[config.mk]
export PLATFORM = sky130hd
export DESIGN_NAME = sw_conditioner
export DESIGN_NICKNAME = d
export VERILOG_FILES = /design/src/rtl/sw_conditioner.sv
export SDC_FILE = /design/constraint.sdc
export NUM_CORES = 1
export LEC_CHECK = 0
export CAP_MARGIN = 20
export CORE_MARGIN = 2
export CORE_UTILIZATION = 58
export DETAILED_ROUTE_END_ITERATION = 10
export PLACE_DENSITY_LB_ADDON = 0.2
export SLEW_MARGIN = 20
export SYNTH_ARGS = -nofsm -noshare
export SYNTH_HDL_FRONTEND = slang
export SYNTH_SLANG_ARGS = --single-unit
[constraint.sdc]
create_clock -name clk -period 3.13 [get_ports clk]
set_input_delay 0.313 -clock clk [delete_from_list [all_inputs] [get_ports clk]]
set_output_delay 0.313 -clock clk [all_outputs]
set_load 0.02 [all_outputs]
[src/rtl/sw_conditioner.sv]
// Switch-bank input conditioner: two-flop synchroniser, per-bit debounce,
// and a latched press event on the rising edge of the top (handshake) switch.
module sw_conditioner #(
  parameter int N_SW      = 8,
  parameter int DB_CYCLES = 4
) (
  input  logic            clk,
  input  logic            reset,
  input  logic [N_SW-1:0] sw_raw,
  output logic [N_SW-1:0] sw,
  output logic            stable_sw7,
  output logic            press_evt,
  input  logic            evt_ack,
  output logic            overrun
);

  localparam int CNT_W = $clog2(DB_CYCLES + 1);
  localparam logic [CNT_W-1:0] CNT_LAST = CNT_W'(DB_CYCLES - 1);

  logic [N_SW-1:0]            s1;
  logic [N_SW-1:0]            s2;
  logic [N_SW-1:0][CNT_W-1:0] cnt;
  logic [N_SW-1:0][CNT_W-1:0] cnt_next;
  logic [N_SW-1:0]            sw_next;
  logic                       rise;
  logic                       press_next;
  logic                       overrun_next;

  // Bring the asynchronous switch bank into the clock domain.
  always_ff @(posedge clk) begin
    if (reset) begin
      s1 <= '0;
      s2 <= '0;
    end else begin
      s1 <= sw_raw;
      s2 <= s1;
    end
  end

  // Per-bit debounce: a bit is accepted only after it has disagreed with the
  // current stable value for DB_CYCLES consecutive cycles; any agreeing cycle
  // restarts the count.
  always_comb begin
    sw_next  = sw;
    cnt_next = cnt;
    for (int i = 0; i < N_SW; i++) begin
      if (s2[i] == sw[i]) begin
        cnt_next[i] = '0;
      end else if (cnt[i] == CNT_LAST) begin
        sw_next[i]  = s2[i];
        cnt_next[i] = '0;
      end else begin
        cnt_next[i] = cnt[i] + CNT_W'(1);
      end
    end
  end

  // Press event bookkeeping, decided from the next-state switch value so the
  // event appears on the same edge as the debounced rise. A new rise beats an
  // acknowledge arriving on the same edge.
  always_comb begin
    rise         = sw_next[N_SW-1] & ~sw[N_SW-1];
    press_next   = press_evt;
    overrun_next = overrun;
    if (rise) begin
      press_next = 1'b1;
      if (press_evt && !evt_ack) begin
        overrun_next = 1'b1;
      end
    end else if (evt_ack) begin
      press_next = 1'b0;
    end
  end

  // Stable value, debounce counters and event flags.
  always_ff @(posedge clk) begin
    if (reset) begin
      sw        <= '0;
      cnt       <= '0;
      press_evt <= 1'b0;
      overrun   <= 1'b0;
    end else begin
      sw        <= sw_next;
      cnt       <= cnt_next;
      press_evt <= press_next;
      overrun   <= overrun_next;
    end
  end

  assign stable_sw7 = sw[N_SW-1];

endmodule

==> results.md, run 1 <==
- Clock Path Buffers: 2
- Worst IR drop on VDD: 382 uV
- Antenna cell count: 0
- Worst hold path class: reg -> reg
- #FFs+latches synth: 50
- Final net count: 198
- Number of non-filler instances in the completed layout: 216
- Commonest non-fill, non-tap cell in the layout: dfxtp_1
- Port Buffer Count: 21
- Worst-margin pin slew: 0.986 ns
- Mapped Area: 1880 um2
- Sw frac: 20.9%
- Net Count, Synth: 177
- Hold Slack: 0.444 ns
- CTS buffer count: 5
- Cell row count: 20
- Top sig layer: met4
- Via count: 1063
- Post-CTS Setup Bufs: 0
- Worst EP required: 2.82 ns
- Number of global-route vias before repair: 1078
- Synth unique cells: 18
- Drt total wl: 2.42 mm
- YS warnings: 0
- Vias per cell: 4.92
- Sw Pwr: 206 uW
- WL/cell: 11.2 um
- WS Path Type: reg -> out
- Initial DRC count: 43
- CP Buf/Inv Count: 1
- Setup TNS Final: 0 ns
- First-pass GRT wire length: 4.42 mm
- Sequential area share after synthesis: 53.4%
- Initial Util: 61.4%
- CTS resizes: 0
- HPWL after detailed placement: 1.74 mm
- Max incr delay on CP: 0.64 ns
- Fin Clk Skew: 0.00780 ns
- Max H-tree Level: 2
- CTS clk-pin slew, worst paths: 0.12 ns
- Die area: 3700 um2
- Period utilisation layout: 55.1%
- Pwr Density: 464 nW/um2
- Die width: 60.9 um
- Crit Path Max Fanout: 5
- Critical-path top delay cell: clkdlybuf4s50_1
- Setup-failing EPs final: 0
- Clk network pwr share: 29.4%
- Max-slew headroom: 34.3%
- Initial DRT Pass Iterations: 3
- Final min period: 1.72 ns
- Overflow after GRT: 0
- Pint: 780 uW
- RSZ-0062 raised after global routing: false
- Area growth, synth to finish: 13.4%
- IO Count: 22
- Latest clock arrival within the worst-skew pair: 0.35 ns
- GP Congestion: 0.639
- Final Hold Viols: 0
- Placed cell area: 2070 um2
- Setup crit start kind: flop
- Crit path max-delay family: buffers and inverters
- Max-cap viol count: 0
- Die height: 60.9 um
- Slew Limit Fails: 0
- CTS tree: done
- Met1 wire length: 1.07 mm
- Cts hold-fix bufs: 0
- Worst-path cell chain: clkdlybuf4s50_1
- Leak: 0.000755 uW
- Peak Freq: 580 MHz
- Total GRT Usage: 16.3%
- CTS sink count: 50
- Met2 Wirelength: 1.20 mm
- Design Area, Final: 2130 um2
- Met3 WL: 87 um
- Placed cell count: 208
- Initial antenna violation count: 0
- Detailed-route DRC error count: 0
- Antenna-violating nets left: 0
- Setup crit end kind: primary output
- Root buffer selected by CTS: clkbuf_4
- Logic pwr share: 4.1%
- Avg Cell Area, Syn: 12.5 um2
- Sequential Power Share: 66.4%
- Ratio of cells with drive above 1 in the final layout: 13.4%
- Commonest non-fill, non-tap cells in the layout: dfxtp_1 (50), clkdlybuf4s50_1 (20), nor2b_1 (16), ha_1 (16), nor4_1 (10)
- Core box area: 3050 um2
- Syn Inst Count: 150
- Status: finished clean
- Largest net degree at the start of global routing: 52
- Critical path arrival: 1.41 ns
[power groups by stage]
stage / registers (uW) / logic, uW / clock network (uW)
2_1_floorplan: 668 / 33.1 / 0
3_3_place_gp: 668 / 39.0 / 0
3_5_place_dp: 669 / 41.5 / 0
4_1_cts: 655 / 41.6 / 303
5_1_grt: 657 / 45.7 / 324
6_report: 655 / 40.8 / 290
[sequential cells by signal, indices dropped and copies added (netlist names)]
| register | cells |
|---|---|
| s1 | 8 |
| press_evt | 1 |
| overrun | 1 |
| s2 | 8 |
| sw | 8 |
| cnt | 24 |
[cell usage after synthesis (all sizes together)]
library cell | number | area [um2]
nor4 | 16 | 138
nand2b | 2 | 12.5
ha | 16 | 200
o31ai | 1 | 12.5
nand3b | 1 | 7.51
a21oi | 1 | 5.00
dfxtp | 50 | 1000
inv | 8 | 30.0
nor2b | 16 | 100
xnor2 | 8 | 70.1
nor4b | 8 | 120
mux2i | 8 | 80.1
nor2 | 8 | 30.0
buf | 7 | 68.8
[cell families after synthesis]
| family | synth area share (%) |
|---|---|
| and+or+nand+nor | 21.7 |
| AOI/OAI and AO/OA | 0.934 |
| buffers and inverters | 5.27 |
| adders and majority gates | 10.7 |
| DFF | 53.4 |
| xor gates and xnor gates | 3.74 |
| muxes | 4.27 |
[cell type report]
class,count,area [um2]
clock inverter,1,5.00
inverter,8,30.0
sequential,50,1000
timing repair buffer,21,205
clock buffer,7,55.1
multi-input combinational,85,776
fill,230,926
tap,44,55.1
[stage by stage]
stage | utilization [%] | power [uW] | setup WS [ns]
CTS | 69.7 | 999 | 1.37
global route | 69.7 | 1030 | 1.33
floorplan | - | 701 | 2.01
finish | 69.7 | 986 | 1.41
global placement | 67.7 | 707 | 1.68
detailed placement | 67.7 | 711 | 1.61
[path summary, 6_finish.rpt]
path,startpoint,to,slack [ns],depth (start not counted)
hold reg to reg,cnt[12]$_SDFF_PP0_,cnt[12]$_SDFF_PP0_,0.44,1
setup / recovery,sw[7]$_SDFF_PP0_,stable_sw7,1.41,1
setup reg to reg,cnt[21]$_SDFF_PP0_,overrun$_SDFFE_PP0P_,1.88,4
hold / removal,cnt[12]$_SDFF_PP0_,cnt[12]$_SDFF_PP0_,0.44,1
[metal layers]
layer  GRT usage [%]  up-vias
met3            3.84        5
met4            10.2        0
met5               0        -
met1            18.6      481
met2            27.3       20
li1                -      557
No activity file was read; power rests on OpenSTA's default activity.
==> run 2: changes to the inputs <==
--- a/config.mk
+++ b/config.mk
@@ -7,7 +7,7 @@
 export LEC_CHECK = 0
 export CAP_MARGIN = 20
 export CORE_MARGIN = 2
-export CORE_UTILIZATION = 58
+export CORE_UTILIZATION = 54
 export DETAILED_ROUTE_END_ITERATION = 10
 export PLACE_DENSITY_LB_ADDON = 0.2
 export SLEW_MARGIN = 20
==> constraint.sdc (replaced) <==
create_clock -name clk -period 1.8 [get_ports clk]
set_input_delay 0.18 -clock clk [delete_from_list [all_inputs] [get_ports clk]]
set_output_delay 0.18 -clock clk [all_outputs]
set_load 0.02 [all_outputs]
==> run 2 against run 1 <==
Against the previous run:
- cell area shrank 0.24%
- worst hold slack lost 0.21 ns
- critical path depth is the same
- clock power grew 56%
- die area grew 6.9%
- clock skew shrank 0.0033 ns
- combinational power grew 78%
- global-route usage shrank 1.5 points
- setup slack lost 1.2 ns
- wire length grew 2.4%
- sequential cell count is the same
- largest power group unchanged
- highest routed layer unchanged
==> results.md, run 2 (same netlist as run 1, synthesis figures left out) <==
- Status: finished clean
- Initial DRC count: 17
- Detailed-route DRC error count: 0
- Worst hold stages: 2
- Placed cell count: 211
- CTS clk-pin slew, worst paths: 0.12 ns
- Die area: 3960 um2
- Setup TNS Final: 0 ns
- HPWL after detailed placement: 1.78 mm
- Pwr Density: 783 nW/um2
- Final min period: 1.58 ns
- Drt total wl: 2.48 mm
- Final net count: 199
- Crit path max-delay family: buffers and inverters
- FF-to-FF Start: cnt[21]$_SDFF_PP0_
- Leak: 0.000750 uW
- Slew Limit Fails: 0
- Max incr delay on CP: 0.64 ns
- CP Buf/Inv Count: 1
- Cell row count: 21
- Overflow after GRT: 0
- Peak Freq: 631 MHz
- GP Congestion: 0.636
- Critical-path top delay cell: clkdlybuf4s50_1
- Top reg by flops: cnt
- Die width: 62.9 um
- Total Power: 1660 uW
- Sw frac: 20.9%
- Commonest non-fill, non-tap cells in the layout: dfxtp_1 (50), clkdlybuf4s50_1 (20), nor2b_1 (16), ha_1 (16), nor4_1 (10)
- Number of global-route vias before repair: 1090
- Ratio of cells with drive above 1 in the final layout: 12.8%
- Worst-margin pin slew: 0.433 ns
- Antenna cell count: 0
- Commonest non-fill, non-tap cell in the layout: dfxtp_1
- Clk network pwr share: 27.1%
- Sequential Power Share: 68.5%
- CTS sink count: 50
- Number of non-filler instances in the completed layout: 218
- Max-slew headroom: 71.1%
- WS Path Type: reg -> out
- Total GRT Usage: 14.8%
- CTS resizes: 0
- Die height: 62.9 um
- Max H-tree Level: 2
- Max-cap viol count: 0
- Cts hold-fix bufs: 0
- Hold Slack: 0.233 ns
- Final Hold Viols: 0
- CTS buffer count: 5
- Logic pwr share: 4.4%
- Fin Clk Skew: 0.00448 ns
- R2r setup slk: 0.52 ns
- WL/cell: 11.4 um
- CTS tree: done
- Max reg flops: 24
- Root buffer selected by CTS: clkbuf_4
- Via count: 1081
- First-pass GRT wire length: 4.53 mm
- Period utilisation layout: 88.0%
- Critical path arrival: 1.40 ns
- Worst r2r dst: overrun$_SDFFE_PP0P_
- Worst hold path class: in -> reg
- Crit Path Max Fanout: 5
- Placed cell area: 2080 um2
- Design Area, Final: 2120 um2
- Setup crit start kind: flop
- Worst IR drop on VDD: 580 uV
- Antenna-violating nets left: 0
- RSZ-0062 raised after global routing: false
- Initial antenna violation count: 0
- Setup-failing EPs final: 0
- Initial Util: 56.2%
- IO Count: 22
- Pint: 1320 uW
- Worst hold start: reset
- Setup crit end kind: primary output
- Largest net degree at the start of global routing: 31
- Worst-path cell chain: clkdlybuf4s50_1
- Initial DRT Pass Iterations: 2
- Worst EP required: 1.62 ns
- Post-CTS Setup Bufs: 0
- Area growth, synth to finish: 13.1%
- Port Buffer Count: 21
- Hold endpoint: sw[7]$_SDFF_PP0_
- Sw Pwr: 347 uW
- Vias per cell: 4.96
- Clock Path Buffers: 2
- Latest clock arrival within the worst-skew pair: 0.35 ns
- FF-to-FF path depth: 4
- Core box area: 3340 um2
==> run 2: changes by cell type in the layout (fill, tap and decap cells not counted), sizes merged <==
cell,previous run,this run
buf,1,2
clkinv,1,0
==> run 2: worst max-delay path by stage <==
stage                        from              endpoint  slack, ns  depth (start not counted)
2_1_floorplan  cnt[21]$_SDFF_PP0_  overrun$_SDFFE_PP0P_       0.68                          4
3_3_place_gp                reset      s2[3]$_SDFF_PP0_       0.62                          3
3_5_place_dp   cnt[21]$_SDFF_PP0_  overrun$_SDFFE_PP0P_       0.55                          4
4_1_cts          sw[7]$_SDFF_PP0_            stable_sw7       0.19                          1
5_1_grt          sw[7]$_SDFF_PP0_            stable_sw7       0.13                          1
6_report         sw[7]$_SDFF_PP0_            stable_sw7       0.22                          1
==> run 2: per-layer routing <==
metal | global-route usage, % | part of all wire [%] | wire, um
met1 | 15.4 | 44 | 1090
met3 | 6.85 | 5.3 | 132
met2 | 25.3 | 50 | 1240
met4 | 6.67 | 0.77 | 19
met5 | 0 | 0 | 0
==> run 2: per-stage QoR <==
step	worst slack (ns)	util, %
2_1_floorplan	0.679	-
3_3_place_gp	0.622	62.2
3_5_place_dp	0.548	62.2
4_1_cts	0.187	63.6
5_1_grt	0.132	63.6
6_report	0.215	63.6
==> run 2: power by group through the flow <==
stage / clock network [uW] / logic [uW] / registers, uW
final: 451 / 72.5 / 1140
after global routing: 536 / 80.6 / 1140
after CTS: 479 / 73.8 / 1140
after detailed placement: 0 / 73.7 / 1160
after global placement: 0 / 70.7 / 1160
after floorplan: 0 / 57.6 / 1160
==> run 2: cell type report <==
class                   count  area [um2]
clock buffers               7        45.0
fillers                   280        1210
inverters                   8        30.0
multi-input cells          85         776
flip-flops and latches     50        1000
well taps                  46        57.6
repair buffers             22         213
